===== src/rtl/alu_decode_stage.sv =====
// Purpose: decode a MIPS instruction into ALU controls behind a 2-entry skid buffer.
// Latency: 1 cycle from acceptance to the outputs when empty, otherwise once the entry reaches the head.
// Backpressure: in_ready comes from a register and drops only when both entries are occupied.
module alu_decode_stage #(
  parameter int n = 32
) (
  input  logic         clk,
  input  logic         reset,
  input  logic         flush,
  input  logic         in_valid,
  output logic         in_ready,
  input  logic [31:0]  instr,
  output logic         out_valid,
  input  logic         out_ready,
  output logic [3:0]   af,
  output logic         i,
  output logic         alusrc_imm,
  output logic [n-1:0] imm_ext,
  output logic [4:0]   rs,
  output logic [4:0]   rt,
  output logic [4:0]   rd_dest,
  output logic         reg_write,
  output logic         illegal
);

  typedef struct packed {
    logic [3:0]   af;
    logic         i;
    logic         alusrc_imm;
    logic [n-1:0] imm_ext;
    logic [4:0]   rs;
    logic [4:0]   rt;
    logic [4:0]   rd_dest;
    logic         reg_write;
    logic         illegal;
  } entry_t;

  localparam logic [1:0] S_EMPTY = 2'd0;
  localparam logic [1:0] S_ONE   = 2'd1;
  localparam logic [1:0] S_FULL  = 2'd2;

  logic [1:0] state_q, state_d;
  entry_t     head_q, head_d;
  entry_t     skid_q, skid_d;
  logic       in_ready_q, in_ready_d;

  entry_t dec;
  logic   is_i, sext, bad;
  logic   push, pop;

  // Combinational decode of the incoming word into one buffer entry.
  always_comb begin
    dec  = '0;
    is_i = 1'b0;
    sext = 1'b0;
    bad  = 1'b0;
    case (instr[31:26])
      6'b000000: begin
        case (instr[5:0])
          6'b100000: dec.af = 4'b0000;
          6'b100001: dec.af = 4'b0001;
          6'b100010: dec.af = 4'b0010;
          6'b100011: dec.af = 4'b0011;
          6'b100100: dec.af = 4'b0100;
          6'b100101: dec.af = 4'b0101;
          6'b100110: dec.af = 4'b0110;
          6'b100111: dec.af = 4'b0111;
          6'b101010: dec.af = 4'b1010;
          6'b101011: dec.af = 4'b1011;
          default:   bad    = 1'b1;
        endcase
      end
      6'b001000: begin dec.af = 4'b0000; is_i = 1'b1; sext = 1'b1; end
      6'b001001: begin dec.af = 4'b0001; is_i = 1'b1; sext = 1'b1; end
      6'b001010: begin dec.af = 4'b1010; is_i = 1'b1; sext = 1'b1; end
      6'b001011: begin dec.af = 4'b1011; is_i = 1'b1; sext = 1'b1; end
      6'b001100: begin dec.af = 4'b0100; is_i = 1'b1; end
      6'b001101: begin dec.af = 4'b0101; is_i = 1'b1; end
      6'b001110: begin dec.af = 4'b0110; is_i = 1'b1; end
      // lui: the ALU does the shift itself from b[15:0], so only i is special here.
      6'b001111: begin dec.af = 4'b0111; is_i = 1'b1; dec.i = 1'b1; end
      default:   bad = 1'b1;
    endcase
    dec.rs        = instr[25:21];
    dec.rt        = instr[20:16];
    dec.reg_write = 1'b1;
    if (is_i) begin
      dec.alusrc_imm = 1'b1;
      dec.rd_dest    = instr[20:16];
      dec.imm_ext    = sext ? {{(n-16){instr[15]}}, instr[15:0]}
                            : {{(n-16){1'b0}}, instr[15:0]};
    end else begin
      dec.rd_dest = instr[15:11];
    end
    // Illegal words still flow through the buffer, with every control field quiet.
    if (bad) begin
      dec         = '0;
      dec.illegal = 1'b1;
    end
  end

  // Occupancy FSM and entry movement; flush empties the buffer and drops any same-cycle input.
  always_comb begin
    push       = in_valid & in_ready_q;
    pop        = (state_q != S_EMPTY) & out_ready;
    state_d    = state_q;
    head_d     = head_q;
    skid_d     = skid_q;
    if (flush) begin
      state_d = S_EMPTY;
    end else begin
      case (state_q)
        S_EMPTY: begin
          if (push) begin
            head_d  = dec;
            state_d = S_ONE;
          end
        end
        S_ONE: begin
          if (push && pop) begin
            head_d = dec;
          end else if (push) begin
            skid_d  = dec;
            state_d = S_FULL;
          end else if (pop) begin
            state_d = S_EMPTY;
          end
        end
        S_FULL: begin
          if (pop) begin
            head_d  = skid_q;
            state_d = S_ONE;
          end
        end
        default: state_d = S_EMPTY;
      endcase
    end
    in_ready_d = (state_d != S_FULL);
  end

  // State registers; reset clears every entry so the outputs read as zero.
  always_ff @(posedge clk) begin
    if (reset) begin
      state_q    <= S_EMPTY;
      head_q     <= '0;
      skid_q     <= '0;
      in_ready_q <= 1'b1;
    end else begin
      state_q    <= state_d;
      head_q     <= head_d;
      skid_q     <= skid_d;
      in_ready_q <= in_ready_d;
    end
  end

  assign in_ready   = in_ready_q;
  assign out_valid  = (state_q != S_EMPTY);
  assign af         = head_q.af;
  assign i          = head_q.i;
  assign alusrc_imm = head_q.alusrc_imm;
  assign imm_ext    = head_q.imm_ext;
  assign rs         = head_q.rs;
  assign rt         = head_q.rt;
  assign rd_dest    = head_q.rd_dest;
  assign reg_write  = head_q.reg_write;
  assign illegal    = head_q.illegal;

endmodule

===== config.mk =====
export PLATFORM = sky130hd
export DESIGN_NAME = alu_decode_stage
export DESIGN_NICKNAME = d
export VERILOG_FILES = /design/src/rtl/alu_decode_stage.sv
export SDC_FILE = /design/constraint.sdc
export NUM_CORES = 1
export LEC_CHECK = 0
export BUFFER_PORTS_ARGS = -buffer_cell sky130_fd_sc_hd__buf_2
export CORE_ASPECT_RATIO = 0.75
export CORE_MARGIN = 2
export CORE_UTILIZATION = 50
export CTS_CLUSTER_DIAMETER = 60
export DETAILED_ROUTE_END_ITERATION = 6
export HOLD_SLACK_MARGIN = 0.05
export PLACE_DENSITY = 0.76
export RECOVER_POWER = 25
export REMOVE_ABC_BUFFERS = 1
export SYNTH_ARGS = -nofsm -noshare
export SYNTH_HDL_FRONTEND = slang
export SYNTH_SLANG_ARGS = --single-unit

===== constraint.sdc =====
create_clock -name clk -period 3.3 [get_ports clk]
set_clock_uncertainty 0.15 [all_clocks]
set_input_delay 0.66 -clock clk [delete_from_list [all_inputs] [get_ports clk]]
set_output_delay 0.66 -clock clk [all_outputs]
set_load 0.1 [all_outputs]

==> impl_metrics.toml <==
[sta]
timing.slew.headroom = 0.1960
fmax_mhz = 377.6
pins_over_their_slew_limit = 0
rsz0062_at_grt = "false"
fin_crit_ns = 2.648
finalHoldViolations = 0
worst_slew_pin_slew_ns = 1.211
timing.final.setup_violations = 0
finalCritPeriodShare = 0.8025
final.hold.worst_slack_ns = 0.3087

[global_routing]
grt_pass1_wl_mm = 16.10
grt_antenna_before_repair = 0
grt_pass1_vias = 3355
largest_net_degree_at_the_start_of_global_routing = 65
grtUsageTotal = 0.2415
globalRoute.totalOverflow = 0

[cells_and_area]
finalCoreUtilization = 0.5917
areaGrowthSynthToFinish_pct = 15.22
multi_input_comb_area_sq_um = 1789
drive_above_1_share = 0.2267
antennaDiodeCount = 0
fill_cells = 688
fin_nets = 548
seq_area_sq_um = 1662

[clocking]
cts_htree_levels = 3
cts_made_buffers = 9
cts_hold_fix_bufs = 0
cts_repair_resize_count = 0
clock_sink_count = 83
tritoncts = "built"
cts.reportedPaths.clkPinSlew_ns = 0.09
insertion_delay_ns = 0.36
cts.root.buffer_cell = "sky130_fd_sc_hd__clkbuf_8"
clock_tree.buffer_depth = 2
postCtsSetupRepairBufs = 0

[synth]
synthDominantAreaCellType = "sky130_fd_sc_hd__dfxtp_1"
postSynth.topFlopCell = "sky130_fd_sc_hd__dfxtp_1"
yosys-top-cells-area = "sky130_fd_sc_hd__dfxtp_1, sky130_fd_sc_hd__nand2_1, sky130_fd_sc_hd__a21oi_1"
synthCells = 450
synth_top_area_frac = 0.4413
async_reset_ff_frac = 0
postSynthAreaPerCell_sq_um = 8.366
synth_warnings = 0
synth.ff_latch_count = 83
fraction_of_the_yosys_area_taken_by_sequential_cells = 0.4413
yosys.cell_types.count = 47
synthesis.area_sq_um = 3765
number_of_synthesized_flops_with_an_enable_pin = 0

[die]
num_rows = 27
die_ar_sq_um = 8247
die_h_um = 79.15
die_width_um = 104.2
core_area_sq_um = 7331
floorplan.initialDensity = 0.5136
pin_count = 94

[place]
routabilityCongestion = 0.8167
dp.final_hpwl_mm = 6.493
port-buffer-count = 93

[setup_path]
critPathCaptureType = "flop"
worst_ep_arrival_time_ns = 2.74
worstReg2RegStart = "state_q[1]$_SDFF_PP0_"
critical_path.startpoint_type = "flop"
setup.worst_path.start = "state_q[1]$_SDFF_PP0_"
timing.setup.critical_path_class = "flop to flop"
worst-path-max-fanout = 23
critical_path_required_ns = 3.39

[routing]
drt_first_iter_violations = 238
detail_route.first_pass.iterations = 4
totalWireLength_mm = 9.994
routed-via-count = 3575
post_drt_wl_per_cell_um = 16.20
detail-route-antenna-nets = 0
remaining_drc_errors = 0
vias_per_cell = 5.794

[flow_run]
drv.max_cap_violation_count = 0

[pwr]
vdd_ir_drop_max_mv = 0.2722
static-leakage-power_nw = 1.558
power_per_standard_cell_area_nw_per_um2 = 508.4

[worst_hold_path]
min-delay-start = "skid_q[9]$_SDFFE_PP0P_"
timing.hold.worst.class = "flop to flop"

[outcome]
run_status = "complete, no violations"
==> metrics by stage <==
| stage | power, W | cells | cell area (sq um) | TNS, ns | setup WS, ns |
|---|---|---|---|---|---|
| floorplan | 0.001405 | 398 | 3505 | -240.72 | -8.261 |
| global placement | 0.001512 | 601 | 4189 | 0 | 0.5391 |
| detailed placement | 0.001518 | 601 | 4189 | 0 | 0.4812 |
| CTS | 0.002221 | 617 | 4385 | 0 | 0.7757 |
| global route | 0.002287 | 617 | 4338 | 0 | 0.4692 |
| finish | 0.002205 | 617 | 4338 | 0 | 0.6517 |
==> path summary, 6_finish.rpt <==
| check | cells after the start | endpoint | slack, ns |
|---|---|---|---|
| worst max-delay path | 4 | rt[3]$_SDFFE_PP0P_ | 0.65 |
| worst min-delay path | 2 | skid_q[9]$_SDFFE_PP0P_ | 0.31 |
| worst max register to register | 4 | rt[3]$_SDFFE_PP0P_ | 0.65 |
| worst min register to register | 2 | skid_q[9]$_SDFFE_PP0P_ | 0.31 |
==> critical path: stages, from the launching register on <==
cell and delay (ns):
sky130_fd_sc_hd__dfxtp_1 0.39, sky130_fd_sc_hd__nand3b_1 0.29, sky130_fd_sc_hd__o31ai_4 0.85, sky130_fd_sc_hd__nor2_1 0.40, sky130_fd_sc_hd__a221o_1 0.45
==> routing by layer <==
layer	wire length (um)	global-route usage
met5	0	0
met4	119	0.05946
met2	4735	0.3961
met3	743	0.07061
met1	4396	0.3155
==> power by group <==
part / total (W) / internal, W / switching, W
Combinational: 0.000449 / 0.0000784 / 0.000371
Clock: 0.000713 / 0.000325 / 0.000388
Sequential: 0.00104 / 0.00103 / 0.0000172
Total: 0.00221 / 0.00143 / 0.000776
==> cell usage in the layout, fill, tap and decap left out, drive strengths merged, types with 2 or more instances in the layout <==
cell and instances:
o211ai 21, a221oi 2, nor3b 2, nor2 48
a21oi 44, a311oi 18, buf 79, nand2 61
nand2b 3, dfxtp 83, clkinv 3, a211oi 11
a221o 10, nor3 6, mux2 5, and2 2
clkbuf 34, inv 14, nor2b 3, o41ai 4
nand3 40, or3 3
==> kinds of logic (layout without fill, tap and decap cells) <==
logic type | Yosys count | after routing | synth area share
compound gates | 119 | 119 | 0.2403
buf+inv | 65 | 131 | 0.08209
mux | 6 | 6 | 0.01761
flops | 83 | 83 | 0.4413
simple gates | 177 | 177 | 0.2187
==> synthesized netlist by cell type, types with 2 or more instances <==
cell type and number:
sky130_fd_sc_hd__nor3b_1 2, sky130_fd_sc_hd__o211ai_1 21, sky130_fd_sc_hd__nor3_1 6, sky130_fd_sc_hd__buf_2 4, sky130_fd_sc_hd__nor2b_1 3, sky130_fd_sc_hd__buf_4 16, sky130_fd_sc_hd__nand2b_1 3, sky130_fd_sc_hd__nand2_1 61
sky130_fd_sc_hd__nand3_1 40, sky130_fd_sc_hd__a311oi_1 18, sky130_fd_sc_hd__clkbuf_1 28, sky130_fd_sc_hd__or3_1 3, sky130_fd_sc_hd__nor2_1 47, sky130_fd_sc_hd__dfxtp_1 83, sky130_fd_sc_hd__a221o_1 10, sky130_fd_sc_hd__inv_1 12
sky130_fd_sc_hd__buf_1 4, sky130_fd_sc_hd__o41ai_1 4, sky130_fd_sc_hd__mux2_2 5, sky130_fd_sc_hd__a211oi_2 5, sky130_fd_sc_hd__a221oi_1 2, sky130_fd_sc_hd__a211oi_1 5, sky130_fd_sc_hd__and2_1 2, sky130_fd_sc_hd__a21oi_1 43
==> state kept, by name, indices dropped and copies added (netlist names) <==
signal      flops
illegal         1
alusrc_imm      1
state_q         2
in_ready        1
reg_write       1
imm_ext        17
rs              5
skid_q         40
rt              5
rd_dest         5
i               1
af              4
==> layout make-up <==
| class | instances | area share |
|---|---|---|
| multi-input combinational | 302 | 0.4125 |
| inverter | 13 | 0.01125 |
| timing repair buffer | 102 | 0.1188 |
| clock buffer | 11 | 0.03490 |
| tap | 101 | 0.02913 |
| clock inverter | 5 | 0.01038 |
| sequential | 83 | 0.3830 |
Note: power is estimated with default switching activity, not from simulation.
